$ cat src/rtl/alu_issue.sv
// Issue/writeback stage around a combinational ALU: instruction FIFO, 8x16 register file,
// three-state issue FSM and local carry/overflow generation.
module alu_issue #(
   parameter int unsigned DEPTH = 4,
   parameter int unsigned W     = 16
) (
   input  logic         clk,
   input  logic         rst_b,
   input  logic         in_valid,
   output logic         in_ready,
   input  logic [5:0]   in_opcode,
   input  logic [2:0]   in_dst,
   input  logic [2:0]   in_src1,
   input  logic [2:0]   in_src2,
   input  logic         in_imm_sel,
   input  logic [W-1:0] in_imm,
   output logic         alu_enable,
   output logic [5:0]   alu_opcode,
   output logic [W-1:0] alu_term1,
   output logic [W-1:0] alu_term2,
   input  logic [W-1:0] alu_result,
   input  logic         alu_fl_zero,
   input  logic         alu_fl_negative,
   output logic         wb_valid,
   output logic [2:0]   wb_dst,
   output logic [W-1:0] wb_data,
   output logic [3:0]   flags,
   output logic         err_div0,
   input  logic [2:0]   dbg_addr,
   output logic [W-1:0] dbg_data
);

   localparam int unsigned AW = (DEPTH > 1) ? $clog2(DEPTH) : 1;
   localparam logic [AW:0] Full = (AW+1)'(DEPTH);

   localparam logic [5:0] OpAdd = 6'b000000;
   localparam logic [5:0] OpSub = 6'b000001;
   localparam logic [5:0] OpDiv = 6'b000011;
   localparam logic [5:0] OpMod = 6'b000100;
   localparam logic [5:0] OpCmp = 6'b001001;
   localparam logic [5:0] OpTst = 6'b001111;
   localparam logic [5:0] OpInc = 6'b010000;
   localparam logic [5:0] OpDec = 6'b010001;

   typedef enum logic [1:0] {StIdle, StIssue, StCapture} state_e;

   state_e state_q, state_d;
   logic   pop, commit, push;

   logic [5:0]   q_opcode  [DEPTH];
   logic [2:0]   q_dst     [DEPTH];
   logic [2:0]   q_src1    [DEPTH];
   logic [2:0]   q_src2    [DEPTH];
   logic         q_imm_sel [DEPTH];
   logic [W-1:0] q_imm     [DEPTH];

   logic [AW-1:0] wr_ptr, rd_ptr;
   logic [AW:0]   count;

   logic [W-1:0] regs [8];
   logic [2:0]   iss_dst;

   logic [W:0]   sum;
   logic [W-1:0] diff;
   logic         c_flag, v_flag, is_div0, writes_reg;

   assign in_ready = (count != Full);
   assign push     = in_valid && in_ready;
   assign dbg_data = regs[dbg_addr];

   // Payload storage needs no reset: pointers and count define validity.
   always_ff @(posedge clk) begin
      if (push) begin
         q_opcode[wr_ptr]  <= in_opcode;
         q_dst[wr_ptr]     <= in_dst;
         q_src1[wr_ptr]    <= in_src1;
         q_src2[wr_ptr]    <= in_src2;
         q_imm_sel[wr_ptr] <= in_imm_sel;
         q_imm[wr_ptr]     <= in_imm;
      end
   end

   always_ff @(posedge clk) begin
      if (rst_b) begin
         wr_ptr <= '0;
         rd_ptr <= '0;
         count  <= '0;
      end else begin
         if (push) wr_ptr <= wr_ptr + 1'b1;
         if (pop)  rd_ptr <= rd_ptr + 1'b1;
         case ({push, pop})
            2'b10:   count <= count + 1'b1;
            2'b01:   count <= count - 1'b1;
            default: count <= count;
         endcase
      end
   end

   always_comb begin
      state_d = state_q;
      pop     = 1'b0;
      commit  = 1'b0;
      unique case (state_q)
         StIdle: begin
            if (count != '0) begin
               pop     = 1'b1;
               state_d = StIssue;
            end
         end
         StIssue:   state_d = StCapture;
         StCapture: begin
            commit  = 1'b1;
            state_d = StIdle;
         end
         default:   state_d = StIdle;
      endcase
   end

   always_ff @(posedge clk) begin
      if (rst_b) state_q <= StIdle;
      else       state_q <= state_d;
   end

   // Carry/overflow are derived from the held ALU terms, not from the ALU itself.
   always_comb begin
      sum    = {1'b0, alu_term1} + {1'b0, alu_term2};
      diff   = alu_term1 - alu_term2;
      c_flag = 1'b0;
      v_flag = 1'b0;
      case (alu_opcode)
         OpAdd: begin
            c_flag = sum[W];
            v_flag = (alu_term1[W-1] == alu_term2[W-1]) && (sum[W-1] != alu_term1[W-1]);
         end
         OpSub, OpCmp: begin
            c_flag = (alu_term1 < alu_term2);
            v_flag = (alu_term1[W-1] != alu_term2[W-1]) && (diff[W-1] != alu_term1[W-1]);
         end
         OpInc: begin
            c_flag = &alu_term1;
            v_flag = (alu_term1 == {1'b0, {(W-1){1'b1}}});
         end
         OpDec: begin
            c_flag = ~|alu_term1;
            v_flag = (alu_term1 == {1'b1, {(W-1){1'b0}}});
         end
         default: ;
      endcase
      is_div0    = ((alu_opcode == OpDiv) || (alu_opcode == OpMod)) && (alu_term2 == '0);
      writes_reg = !((alu_opcode == OpCmp) || (alu_opcode == OpTst));
   end

   always_ff @(posedge clk) begin
      if (rst_b) begin
         alu_enable <= 1'b0;
         alu_opcode <= '0;
         alu_term1  <= '0;
         alu_term2  <= '0;
         iss_dst    <= '0;
         wb_valid   <= 1'b0;
         wb_dst     <= '0;
         wb_data    <= '0;
         flags      <= '0;
         err_div0   <= 1'b0;
         for (int i = 0; i < 8; i++) regs[i] <= '0;
      end else begin
         wb_valid <= 1'b0;
         if (pop) begin
            alu_enable <= 1'b1;
            alu_opcode <= q_opcode[rd_ptr];
            iss_dst    <= q_dst[rd_ptr];
            alu_term1  <= regs[q_src1[rd_ptr]];
            alu_term2  <= q_imm_sel[rd_ptr] ? q_imm[rd_ptr] : regs[q_src2[rd_ptr]];
         end
         if (commit) begin
            alu_enable <= 1'b0;
            if (is_div0) begin
               err_div0 <= 1'b1;
            end else begin
               flags <= {alu_fl_zero, alu_fl_negative, c_flag, v_flag};
               if (writes_reg) begin
                  regs[iss_dst] <= alu_result;
                  wb_valid      <= 1'b1;
                  wb_dst        <= iss_dst;
                  wb_data       <= alu_result;
               end
            end
         end
      end
   end

endmodule
$ cat config.mk
export PLATFORM = sky130hd
export DESIGN_NAME = alu_issue
export DESIGN_NICKNAME = d
export VERILOG_FILES = /design/src/rtl/alu_issue.sv
export SDC_FILE = /design/constraint.sdc
export NUM_CORES = 1
export LEC_CHECK = 0
export ABC_AREA = 1
export BUFFER_PORTS_ARGS = -buffer_cell sky130_fd_sc_hd__buf_2
export CORE_UTILIZATION = 50
export DETAILED_ROUTE_END_ITERATION = 8
export GPL_ROUTABILITY_DRIVEN = 0
export GPL_TIMING_DRIVEN = 0
export HOLD_SLACK_MARGIN = 0.08
export PLACE_DENSITY = 0.8
export SLEW_MARGIN = 10
export SYNTH_ARGS = -nofsm -noshare
export SYNTH_HDL_FRONTEND = slang
export SYNTH_SLANG_ARGS = --single-unit
export TNS_END_PERCENT = 1
$ cat constraint.sdc
create_clock -name clk -period 7.7 [get_ports clk]
set_input_delay 1.54 -clock clk [delete_from_list [all_inputs] [get_ports clk]]
set_output_delay 1.54 -clock clk [all_outputs]
set_load 0.005 [all_outputs]
==> summary.md <==
| Metric | Value |
|---|---|
| Horizontal extent of the die | 187 µm |
| Signed area change from the synthesized netlist to the final layout | 14.6% |
| Simple-gate portion of the synthesized area | 15.5% |
| Flops & latches, synth | 334 |
| Clock root buffer master | clkbuf_16 |
| Arrival time reported for the critical path endpoint | 3.38 ns |
| Proportion of synthesized area in mux cells | 0% |
| Cell types occupying the most area after synthesis | edfxtp_1 (45%), dfxtp_1 (9.1%), o21ai_0 (6.7%) |
| Area enclosed by the die boundary | 34900 µm² |
| Maximum fanout encountered on the critical timing path | 10 |
| Worst r2r src | alu_opcode[5] |
| Combinational family with the most area after synthesis | compound AO/OA/AOI/OAI gates |
| XOR/XNOR share of the synthesized area | 0% |
| DRT Pass-1 Iters | 9 |
| CTS tree | yes |
| GRT Total Usage | 32.3% |
| Number of vias in the routed layout | 15907 |
| PnR Total Power | 7240 µW |
| Final critical path time including I/O delays and setup | 4.92 ns |
| Launching element of the worst setup path | dbg_addr[1] |
| Synthesized area per cell | 9.12 µm² |
| Maximum clock frequency | 203 MHz |
| Nets | 2142 |
| Sequential fraction of the synthesis area | 54.2% |
| Area taken by flip-flops and latches | 9250 µm² |
| Total clock sinks | 334 |
| Commonest non-fill, non-tap cells in the layout | edfxtp_1 (256), o21ai_0 (225), nor2_1 (206), a21oi_1 (201), buf_2 (177) |
| Summed negative setup slack over all endpoints | 0 ns |
| Count of standard-cell rows | 67 |
| Reg2reg setup slack | 4.77 ns |
| Cell count of the worst reg-to-reg path | 11 |
| End point of the critical path | dbg_data[13] |
| CP endpoint kind | output port |
| Required time of the critical path | 6.16 ns |
| Proportion of netlist area held by the largest area contributor | 45.0% |
| Wire length of the first global-routing pass | 85900 µm |
| Average detailed-routed wire length per instance | 22.6 µm |
| Port Buffer Count | 135 |
| Quantity of hold-fixing buffers added after cts | 0 |
| H-Tree Level Count | 2 |
| Clock slew seen by the registers of the worst setup and hold paths | 0.06 ns |
| Relative slew margins | 41.7% |
| Adder and majority cell fraction of the synthesized area | 2.68% |
| Final count of hold timing violations | 0 |
| Nets in the synthesized netlist | 1963 |
| Remaining global-route overflow | 0 |
| Most common cell after layout, fill and taps aside | edfxtp_1 |
| Initial Utilization | 50.9% |
| Setup repair after global routing missed its margin | no |
| Cell area power density | 370 nW/µm² |
| Cell count after synthesis | 1871 |
| Largest net degree at the start of global routing | 26 |
| Lkg Pwr | 0.00763 µW |
| Worst slew pin tran | 0.875 ns |
| Detailed-route DRC error count | 0 |
| Clock latency on the worst-skew pair | 0.53 ns |
| Drt first-iter violations | 3230 |
| Fraction of the mapped netlist area in compound gates | 20.2% |
| Reg2Reg Capture Point | regs[6][1] |
| Number of warnings issued by yosys | 0 |
| Worst Clk Skew | 0.0286 ns |
| Largest buffer count on any clock path | 3 |
| Antenna-violating nets left | 0 |
| Worst setup path category | in -> out |
| Min-Delay Path Class | reg -> reg |
| Final cycle utilization of the critical path | 63.8% |
| Post-cts sizing count | 0 |
| Number of buffers inserted during clock tree synthesis | 35 |
| Placeable Area | 33500 µm² |
| Count of final max-slew check failures | 0 |
| Final setup violation count | 0 |
| Worst hold path depth | 1 |
| Number of antenna violations at the first check in global routing | 1 |
| Number of violations of the max-capacitance limit | 0 |
| Total of fill cells in the finished design | 2796 |
| Worst-case vdd ir drop | 0.161 mV |
| Die H | 187 µm |
| Area of the mapped netlist | 17100 µm² |
| Library cells used by synthesis | 42 |
| Boundary pin count | 137 |
| Via-per-instance ratio | 6.30 |
| Crit start category | primary input |
| Run status | finished, final reports clean |
| Number of buffers added for setup after CTS | 0 |
| Via count of the first global-routing pass | 14624 |
| Library cell occupying the most area in the post-synthesis netlist | edfxtp_1 |
| Post-DP HPWL | 41600 µm |
| Area used by multi-input combinational logic | 6600 µm² |
| Final wirelength | 57100 µm |
| Proportion of layout cells with a drive suffix above 1 | 15.4% |
-- worst min path at each step --
stage | slack [ns] | start | endpoint
floorplan | 0.44 | state_q[0] | state_q[1]
global placement | 0.45 | flags[1] | flags[1]
detailed placement | 0.45 | err_div0 | err_div0
CTS | 0.47 | err_div0 | err_div0
global route | 0.49 | err_div0 | err_div0
finish | 0.47 | err_div0 | err_div0
-- metal layers --
layer	GRT usage (%)	wire, µm	vias up	share of wire, %
li1	-	-	6982	-
met3	9.23	8510	243	15
met5	0	0	-	0
met1	42.9	20500	7322	36
met4	15.7	3050	0	5.3
met2	48.7	25100	1360	44
-- through the flow --
stage	utilization (%)	hold slack, ns	worst slack [ns]	instances	cell area [µm²]
finish	58.3	0.467	2.78	2524	19600
CTS	58.3	0.468	2.93	2523	19600
global placement	54.6	0.452	2.97	2454	18300
detailed placement	55.0	0.453	2.96	2461	18500
floorplan	-	0.440	3.69	1871	17100
global route	58.3	0.488	2.72	2524	19600
-- cells by family (layout without fill, tap and decap cells) --
kind of cell	Yosys count	count (layout)
AOI/OAI and AO/OA	611	611
other	0	1
DFF	334	334
and+or+nand+nor	604	604
buffers and inverters	286	490
adders and majority gates	36	36
-- critical path, cell delays in order --
cell and delay, ns:
clkbuf_1 0.33, inv_1 0.20, clkbuf_1 0.28, a21oi_1 0.17, o21ai_0 0.10, nand2_1 0.10, nor2_1 0.05, a31oi_1 0.39
buf_2 0.20
-- Yosys cell counts --
cell type / count
buf_8: 1
nor3_2: 1
dfxtp_1: 78
buf_1: 4
nor3_1: 78
buf_4: 9
inv_4: 2
nand3_4: 2
o21ai_2: 1
nor2_8: 1
o21ai_1: 36
nand4_1: 12
buf_6: 11
o211ai_2: 1
nand2_1: 176
nand3_1: 103
or2_1: 5
a32oi_4: 2
a21oi_1: 201
inv_2: 4
edfxtp_1: 256
nor2_1: 210
nor2_4: 1
o21a_1: 3
o211ai_1: 67
o22ai_1: 16
nand2_2: 5
a21oi_2: 29
o21ai_0: 229
or2_4: 1
fa_1: 1
clkbuf_1: 59
clkinv_1: 19
o21bai_1: 1
ha_1: 35
or2_2: 4
buf_2: 42
inv_1: 135
and2_1: 1
a31oi_1: 25
nand3_2: 2
nand2_4: 2
-- area by class of cell --
| cell class | count | area share, % |
|---|---|---|
| diodes | 1 | 0.0128 |
| plain buffers | 126 | 3.34 |
| clock buffers | 46 | 4.75 |
| clock inverters | 16 | 0.851 |
| inverters | 160 | 3.10 |
| multi-input cells | 1251 | 33.7 |
| flip-flops and latches | 334 | 47.3 |
| well taps | 448 | 2.87 |
| repair buffers | 142 | 4.06 |
-- registers in the layout, indices dropped and copies added (netlist names), 16 cells and up, named ones only --
| signal | flops |
|---|---|
| q_opcode | 24 |
| alu_term1 | 16 |
| wb_data | 16 |
| alu_term2 | 16 |
| q_imm | 64 |
| regs | 128 |
-- where the power goes --
part / total [µW] / internal (µW) / switching [µW]
sequential: 2370 / 2170 / 205
clock: 1650 / 956 / 689
combinational: 3220 / 1000 / 2220
(Power assumes the default switching activity.)
